<file path="src/rtl/mcpu_mem_pkg.sv">
// Shared types and helpers for the microCPU memory master: FSM state encodings,
// default widths and the settle-time arithmetic used by both channels.
package mcpu_mem_pkg;

    localparam int DEF_WORD_SIZE  = 8;
    localparam int DEF_ADDR_WIDTH = 8;

    typedef enum logic [2:0] {
        D_IDLE,
        D_SETUP,
        D_WRITE,
        D_HOLD,
        D_READ,
        D_DONE
    } d_state_t;

    typedef enum logic [1:0] {
        F_IDLE,
        F_FETCH,
        F_DONE
    } f_state_t;

    // A zero settle time would leave no cycle for the strobe, so it is promoted to one.
    function automatic int eff_wait(input int wait_cycles);
        return (wait_cycles < 1) ? 1 : wait_cycles;
    endfunction

    // Counter holds eff-1 down to 0, so clog2(eff) bits suffice (minimum one bit).
    function automatic int wait_cnt_width(input int eff);
        return (eff > 1) ? $clog2(eff) : 1;
    endfunction

endpackage

</file>
<file path="src/rtl/mcpu_fetch_channel.sv">
// Instruction-fetch channel: drives the RAM instruction address, waits the settle
// time, registers the returned instruction and pulses f_ack for one cycle.
module mcpu_fetch_channel
    import mcpu_mem_pkg::*;
#(
    parameter int WORD_SIZE   = DEF_WORD_SIZE,
    parameter int ADDR_WIDTH  = DEF_ADDR_WIDTH,
    parameter int WAIT_CYCLES = 1
) (
    input  logic                  clk,
    input  logic                  rst_n,
    input  logic                  f_req,
    input  logic [ADDR_WIDTH-1:0] f_addr,
    output logic                  f_ack,
    output logic [WORD_SIZE-1:0]  f_instr,
    output logic [ADDR_WIDTH-1:0] ram_instraddr,
    input  logic [WORD_SIZE-1:0]  ram_instrrd
);

    localparam int EFF = eff_wait(WAIT_CYCLES);
    localparam int CW  = wait_cnt_width(EFF);
    localparam logic [CW-1:0] CNT_LOAD = CW'(EFF - 1);

    f_state_t              state, state_nxt;
    logic [CW-1:0]         cnt, cnt_nxt;
    logic [ADDR_WIDTH-1:0] addr_nxt;
    logic [WORD_SIZE-1:0]  instr_nxt;

    always_comb begin
        // NOTE: every signal gets a default before the case so no path can infer a latch.
        state_nxt = state;
        cnt_nxt   = cnt;
        addr_nxt  = ram_instraddr;
        instr_nxt = f_instr;
        case (state)
            F_IDLE: begin
                if (f_req) begin
                    addr_nxt  = f_addr;
                    cnt_nxt   = CNT_LOAD;
                    state_nxt = F_FETCH;
                end
            end
            F_FETCH: begin
                if (cnt == '0) begin
                    instr_nxt = ram_instrrd;
                    state_nxt = F_DONE;
                end else begin
                    cnt_nxt = cnt - 1'b1;
                end
            end
            F_DONE:  state_nxt = F_IDLE;
            default: state_nxt = F_IDLE;
        endcase
    end

    // NOTE: registers use non-blocking assignments so all of them sample pre-edge values.
    always_ff @(posedge clk or negedge rst_n) begin
        if (!rst_n) begin
            state         <= F_IDLE;
            cnt           <= '0;
            ram_instraddr <= '0;
            f_instr       <= '0;
            f_ack         <= 1'b0;
        end else begin
            state         <= state_nxt;
            cnt           <= cnt_nxt;
            ram_instraddr <= addr_nxt;
            f_instr       <= instr_nxt;
            f_ack         <= (state_nxt == F_DONE);
        end
    end

endmodule

</file>
<file path="src/rtl/mcpu_mem_master.sv">
// CPU-side initiator for the microCPU RAM controller: sequences glitch-free
// store/load strobes on the data port and runs an independent fetch channel.
module mcpu_mem_master
    import mcpu_mem_pkg::*;
#(
    parameter int WORD_SIZE   = DEF_WORD_SIZE,
    parameter int ADDR_WIDTH  = DEF_ADDR_WIDTH,
    parameter int WAIT_CYCLES = 1
) (
    input  logic                  clk,
    input  logic                  rst_n,
    input  logic                  d_req,
    input  logic                  d_wr,
    input  logic [ADDR_WIDTH-1:0] d_addr,
    input  logic [WORD_SIZE-1:0]  d_wdata,
    output logic                  d_ack,
    output logic [WORD_SIZE-1:0]  d_rdata,
    input  logic                  f_req,
    input  logic [ADDR_WIDTH-1:0] f_addr,
    output logic                  f_ack,
    output logic [WORD_SIZE-1:0]  f_instr,
    output logic                  ram_we,
    output logic                  ram_re,
    output logic [ADDR_WIDTH-1:0] ram_addr,
    output logic [WORD_SIZE-1:0]  ram_datawr,
    input  logic [WORD_SIZE-1:0]  ram_datard,
    output logic [ADDR_WIDTH-1:0] ram_instraddr,
    input  logic [WORD_SIZE-1:0]  ram_instrrd
);

    localparam int EFF = eff_wait(WAIT_CYCLES);
    localparam int CW  = wait_cnt_width(EFF);
    localparam logic [CW-1:0] CNT_LOAD = CW'(EFF - 1);

    d_state_t              state, state_nxt;
    logic [CW-1:0]         cnt, cnt_nxt;
    logic                  wr_q, wr_nxt;
    logic [ADDR_WIDTH-1:0] addr_nxt;
    logic [WORD_SIZE-1:0]  wdata_nxt;
    logic [WORD_SIZE-1:0]  rdata_nxt;

    // Address and write data are registered at acceptance, so they are already
    // stable during SETUP and stay untouched through WRITE and HOLD.
    always_comb begin
        state_nxt = state;
        cnt_nxt   = cnt;
        wr_nxt    = wr_q;
        addr_nxt  = ram_addr;
        wdata_nxt = ram_datawr;
        rdata_nxt = d_rdata;
        case (state)
            D_IDLE: begin
                if (d_req) begin
                    wr_nxt    = d_wr;
                    addr_nxt  = d_addr;
                    if (d_wr) begin
                        wdata_nxt = d_wdata;
                    end
                    state_nxt = D_SETUP;
                end
            end
            D_SETUP: begin
                cnt_nxt   = CNT_LOAD;
                state_nxt = wr_q ? D_WRITE : D_READ;
            end
            D_WRITE: begin
                if (cnt == '0) begin
                    state_nxt = D_HOLD;
                end else begin
                    cnt_nxt = cnt - 1'b1;
                end
            end
            D_HOLD: state_nxt = D_DONE;
            D_READ: begin
                if (cnt == '0) begin
                    rdata_nxt = ram_datard;
                    state_nxt = D_DONE;
                end else begin
                    cnt_nxt = cnt - 1'b1;
                end
            end
            D_DONE:  state_nxt = D_IDLE;
            default: state_nxt = D_IDLE;
        endcase
    end

    // Strobes and ack decode the next state, so they are registered and aligned
    // with the state they belong to; reset clears them without waiting for a clock.
    always_ff @(posedge clk or negedge rst_n) begin
        if (!rst_n) begin
            state      <= D_IDLE;
            cnt        <= '0;
            wr_q       <= 1'b0;
            ram_addr   <= '0;
            ram_datawr <= '0;
            d_rdata    <= '0;
            ram_we     <= 1'b0;
            ram_re     <= 1'b0;
            d_ack      <= 1'b0;
        end else begin
            state      <= state_nxt;
            cnt        <= cnt_nxt;
            wr_q       <= wr_nxt;
            ram_addr   <= addr_nxt;
            ram_datawr <= wdata_nxt;
            d_rdata    <= rdata_nxt;
            ram_we     <= (state_nxt == D_WRITE);
            ram_re     <= (state_nxt == D_READ);
            d_ack      <= (state_nxt == D_DONE);
        end
    end

    mcpu_fetch_channel #(
        .WORD_SIZE   (WORD_SIZE),
        .ADDR_WIDTH  (ADDR_WIDTH),
        .WAIT_CYCLES (WAIT_CYCLES)
    ) u_fetch (
        .clk           (clk),
        .rst_n         (rst_n),
        .f_req         (f_req),
        .f_addr        (f_addr),
        .f_ack         (f_ack),
        .f_instr       (f_instr),
        .ram_instraddr (ram_instraddr),
        .ram_instrrd   (ram_instrrd)
    );

endmodule

</file>
<file path="config.mk">
export PLATFORM = sky130hd
export DESIGN_NAME = mcpu_mem_master
export DESIGN_NICKNAME = d
export VERILOG_FILES = /design/src/rtl/mcpu_mem_pkg.sv /design/src/rtl/mcpu_fetch_channel.sv /design/src/rtl/mcpu_mem_master.sv
export SDC_FILE = /design/constraint.sdc
export NUM_CORES = 1
export LEC_CHECK = 0
export ABC_AREA = 1
export CAP_MARGIN = 20
export CORE_MARGIN = 2
export CORE_UTILIZATION = 41
export DETAILED_ROUTE_END_ITERATION = 16
export PLACE_DENSITY = 0.8
export SYNTH_ARGS = -nofsm -noshare
export SYNTH_HDL_FRONTEND = slang
export SYNTH_SLANG_ARGS = --single-unit
</file>
<file path="constraint.sdc">
create_clock -name clk -period 1.2 [get_ports clk]
set_input_delay 0.36 -clock clk [delete_from_list [all_inputs] [get_ports clk]]
set_output_delay 0.36 -clock clk [all_outputs]
set_load 0.005 [all_outputs]
</file>
==> results.yml <==
status:
  run_status: "complete, no violations"
worst_setup_path:
  worstSetupStartpointType: "flip-flop"
  cp-end-kind: "output pin"
  regToRegEndpoint: "d_rdata[0]"
  timing.critical_path.required_ns: 0.84
  critical_path.startpoint: "u_fetch.f_instr[3]"
  critical_path_depth: 1
  path_max_fanout: 2
  cp_data_arrival_time_ns: 0.84
  slowest_stage: "sky130_fd_sc_hd__dfrtp_1"
  max_stage_delay_ns: 0.40
  criticalPathCategory: "reg2out"
  reg2reg_from: "state[0]"
  cp_cell_sequence: "buf_2"
  reg2regPathDepth: 5
  reg2reg_slack_ns: 0.07
  endpoint: "f_instr[3]"
  worstPathBufferInverterCount: 1
  critical-path-top-delay-family: "flip-flops"
clock_tree:
  cts_inserted_buffers: 5
  worst_setup_hold_path_clk_slew_ns: 0.09
  tritoncts: "built"
  cts_buffer_depth: 2
  htree_num_levels: 2
  cts.root.buffer_cell: "sky130_fd_sc_hd__clkbuf_8"
  clkLatencyLatePin_ns: 0.30
  numClockSinks: 49
synth:
  syn-cell-area_mm2: 0.00192
  synth-warning-count: 0
  postSynthRegisterBits: 49
  synth_fp_nets: 251
  synth_cells: 206
  synth.yosys.seq_area_share_pct: 63.9
  post_synth.cell_area_avg_um2: 9.31
  synth_cell_types: 21
detailed_routing:
  drt-initial-drc-count: 121
  drt-pass1-iter-count: 4
  postRouteWirelength_um: 5250
  drcViolationCount: 0
  vias_per_cell: 4.81
  antenna_left: 0
  routed_wire_length_per_instance_um: 13.4
  dr_total_vias: 1885
power:
  max-vdd-ir-drop_mv: 1.34
  total_switching_power_mw: 2.36
  power_frac_comb_pct: 42.7
  clock_power_share_pct: 19.5
  swShare_pct: 33.6
  cellPowerDensity_mw_per_mm2: 2250
  pwr-share-seq_pct: 37.8
  internal-power_mw: 4.66
  leakagePower_nw: 1.71
global_routing:
  first_pass_grt_wire_length_um: 8030
  grt.met1_usage_pct: 24.6
  antenna_found_initial: 0
  grt_use_met3_pct: 5.28
  grt_pass1_vias: 1704
  gr_layer_usage_met2_pct: 33.6
  gr-max-usage-layer: "met2"
  grt_max_degree: 40
  grt_util_all_layers_pct: 19.7
  grt_overflow: 0
timing:
  layout_worst_path_cycle_share_pct: 99.9
  setup_violations: 0
  worst_pin_slew_ns: 0.309
  layout_setup_ws_ns: 0.00116
  final_period_minus_worst_setup_slack_ns: 1.20
  max_clock_freq_ghz: 0.834
  rsz_0062_raised_after_global_routing: "yes"
  drv_slew: 0
  hold_viol: 0
  timing.clock.skew_ns: 0.00551
  worst_slew_margin_rel_pct: 79.4
placement:
  placement.cell_area_mm2: 0.00295
  gpl.final_weighted_congestion: 0.849
  dp_hpwl_um: 3420
  place_worst_setup_slack_ns: -0.266
  port-buffer-count: 88
cells_and_area:
  antenna-diode-count: 0
  nets_final: 384
  num-fill-cells: 352
  syn2layout_area_growth_pct: 62.3
  drive_gt1_share_pct: 32.1
  final_cell_area_mm2: 0.00311
worst_hold_path:
  hold_path_class: "in2reg"
floorplan:
  die_width_um: 72.4
  floorplan.initialDensity_pct: 43.2
  io_pins: 89
  floorplan.rows: 24
  placeableCoreArea_mm2: 0.00444
  floorplan.die_area_mm2: 0.00524
  die_y_um: 72.4
run:
  max_cap_viol_count: 0
[stage by stage]
stage | power (mW) | TNS [ns] | cells | hold slack (ns) | utilization [%]
floorplan | 3.90 | 0 | 206 | 0.0644 | -
global placement | 5.64 | -5.26 | 356 | 0.251 | 66.4
detailed placement | 5.73 | -5.72 | 356 | 0.261 | 66.4
CTS | 6.76 | -0.0696 | 378 | 0.475 | 67.1
global route | 7.53 | -0.560 | 392 | 0.398 | 70.0
finish | 7.02 | 0 | 392 | 0.354 | 70.0
[sequential cells by signal, indices dropped and copies added, names as in the netlist]
| signal | cells |
|---|---|
| ram_re | 1 |
| ram_addr | 8 |
| u_fetch.f_ack | 1 |
| wr_q | 1 |
| u_fetch.ram_instraddr | 8 |
| d_rdata | 8 |
| ram_datawr | 8 |
| u_fetch.state | 1 |
| d_ack | 1 |
| u_fetch.f_instr | 8 |
| state | 3 |
| ram_we | 1 |
[synth_stat cells]
library cell	count	area [µm²]
sky130_fd_sc_hd__o21ai_0	2	10.0
sky130_fd_sc_hd__o21ai_1	1	5.00
sky130_fd_sc_hd__a21oi_1	1	5.00
sky130_fd_sc_hd__dfrtp_1	49	1230
sky130_fd_sc_hd__nand2_2	3	18.8
sky130_fd_sc_hd__clkinv_1	2	7.51
sky130_fd_sc_hd__or2_1	1	6.26
sky130_fd_sc_hd__nand3_1	17	85.1
sky130_fd_sc_hd__buf_4	2	15.0
sky130_fd_sc_hd__nor2_4	1	11.3
sky130_fd_sc_hd__nand2_1	101	379
sky130_fd_sc_hd__inv_1	4	15.0
sky130_fd_sc_hd__nand3_4	1	17.5
sky130_fd_sc_hd__inv_2	1	3.75
sky130_fd_sc_hd__buf_2	3	15.0
sky130_fd_sc_hd__buf_6	1	11.3
sky130_fd_sc_hd__nor2_2	1	6.26
sky130_fd_sc_hd__o22ai_1	1	6.26
sky130_fd_sc_hd__nand4_1	8	50.1
sky130_fd_sc_hd__clkinv_2	1	5.00
sky130_fd_sc_hd__nor2_1	5	18.8
[worst reg2reg max path, stage by stage (launching register included)]
cell	delay, ns
sky130_fd_sc_hd__dfrtp_1	0.42
sky130_fd_sc_hd__nor2_2	0.16
sky130_fd_sc_hd__buf_4	0.17
sky130_fd_sc_hd__buf_4	0.17
sky130_fd_sc_hd__nand3_1	0.09
sky130_fd_sc_hd__nand2_1	0.07
[worst min-delay path by stage]
| stage | from | to | slack, ns | cells after the start |
|---|---|---|---|---|
| floorplan | rst_n | d_ack | 0.06 | 0 |
| global route | d_req | state[0] | 0.40 | 3 |
| CTS | ram_addr[1] | ram_addr[1] | 0.47 | 2 |
| detailed placement | rst_n | u_fetch.f_instr[6] | 0.26 | 1 |
| global placement | rst_n | u_fetch.f_instr[6] | 0.25 | 1 |
| finish | d_req | state[0] | 0.35 | 3 |
[final cells by class]
type / instances / area, µm² / share of cell area, %
inverters: 8 / 38.8 / 1.25
clock inverters: 3 / 65.1 / 2.09
clock buffers: 5 / 68.8 / 2.21
well taps: 52 / 65.1 / 2.09
repair inverters: 2 / 10.0 / 0.322
repair buffers: 129 / 988 / 31.8
multi-input cells: 144 / 651 / 20.9
flip-flops and latches: 49 / 1230 / 39.4
[cell usage in the layout, fill, tap and decap left out, drive strengths merged]
cell,count
inv,6
bufinv,2
clkinv,3
nand3,18
clkdlybuf4s50,42
clkinvlp,2
dlymetal6s2s,1
nor2,7
clkbuf,5
nand4,8
dfrtp,49
buf,85
dlygate4sd3,1
o22ai,1
or2,2
nand2,104
a21oi,1
o21ai,3
[cell families after synthesis]
kind of cell	after synthesis	share of synthesized area, %
buf+inv	14	3.78
compound gates	5	1.37
simple gates	138	30.9
flops	49	63.9
[repair_timing]
item | CTS | global route
buffers inserted | 13 | 12
endpoints found under the setup margin | 52 | 65
hold buffers | 1 | 0
gates cloned | 0 | 3
gates resized for setup | 177 | 10
pin swaps | 1 | 6
hold endpoints to repair | 10 | 0
[layer usage]
| layer | vias up | part of all wire (%) |
|---|---|---|
| met5 | - | 0 |
| met4 | 0 | 1.1 |
| met3 | 9 | 7.0 |
| met2 | 76 | 49 |
| met1 | 880 | 43 |
| li1 | 920 | - |
[power by group through the flow]
stage	sequential (mW)	combinational, mW	clock [mW]
after floorplan	2.73	1.17	0
after global placement	2.69	2.95	0
after detailed placement	2.70	3.03	0
after CTS	2.64	2.73	1.39
after global routing	2.72	3.34	1.47
final	2.65	3.00	1.37
(Power assumes the default switching activity.)
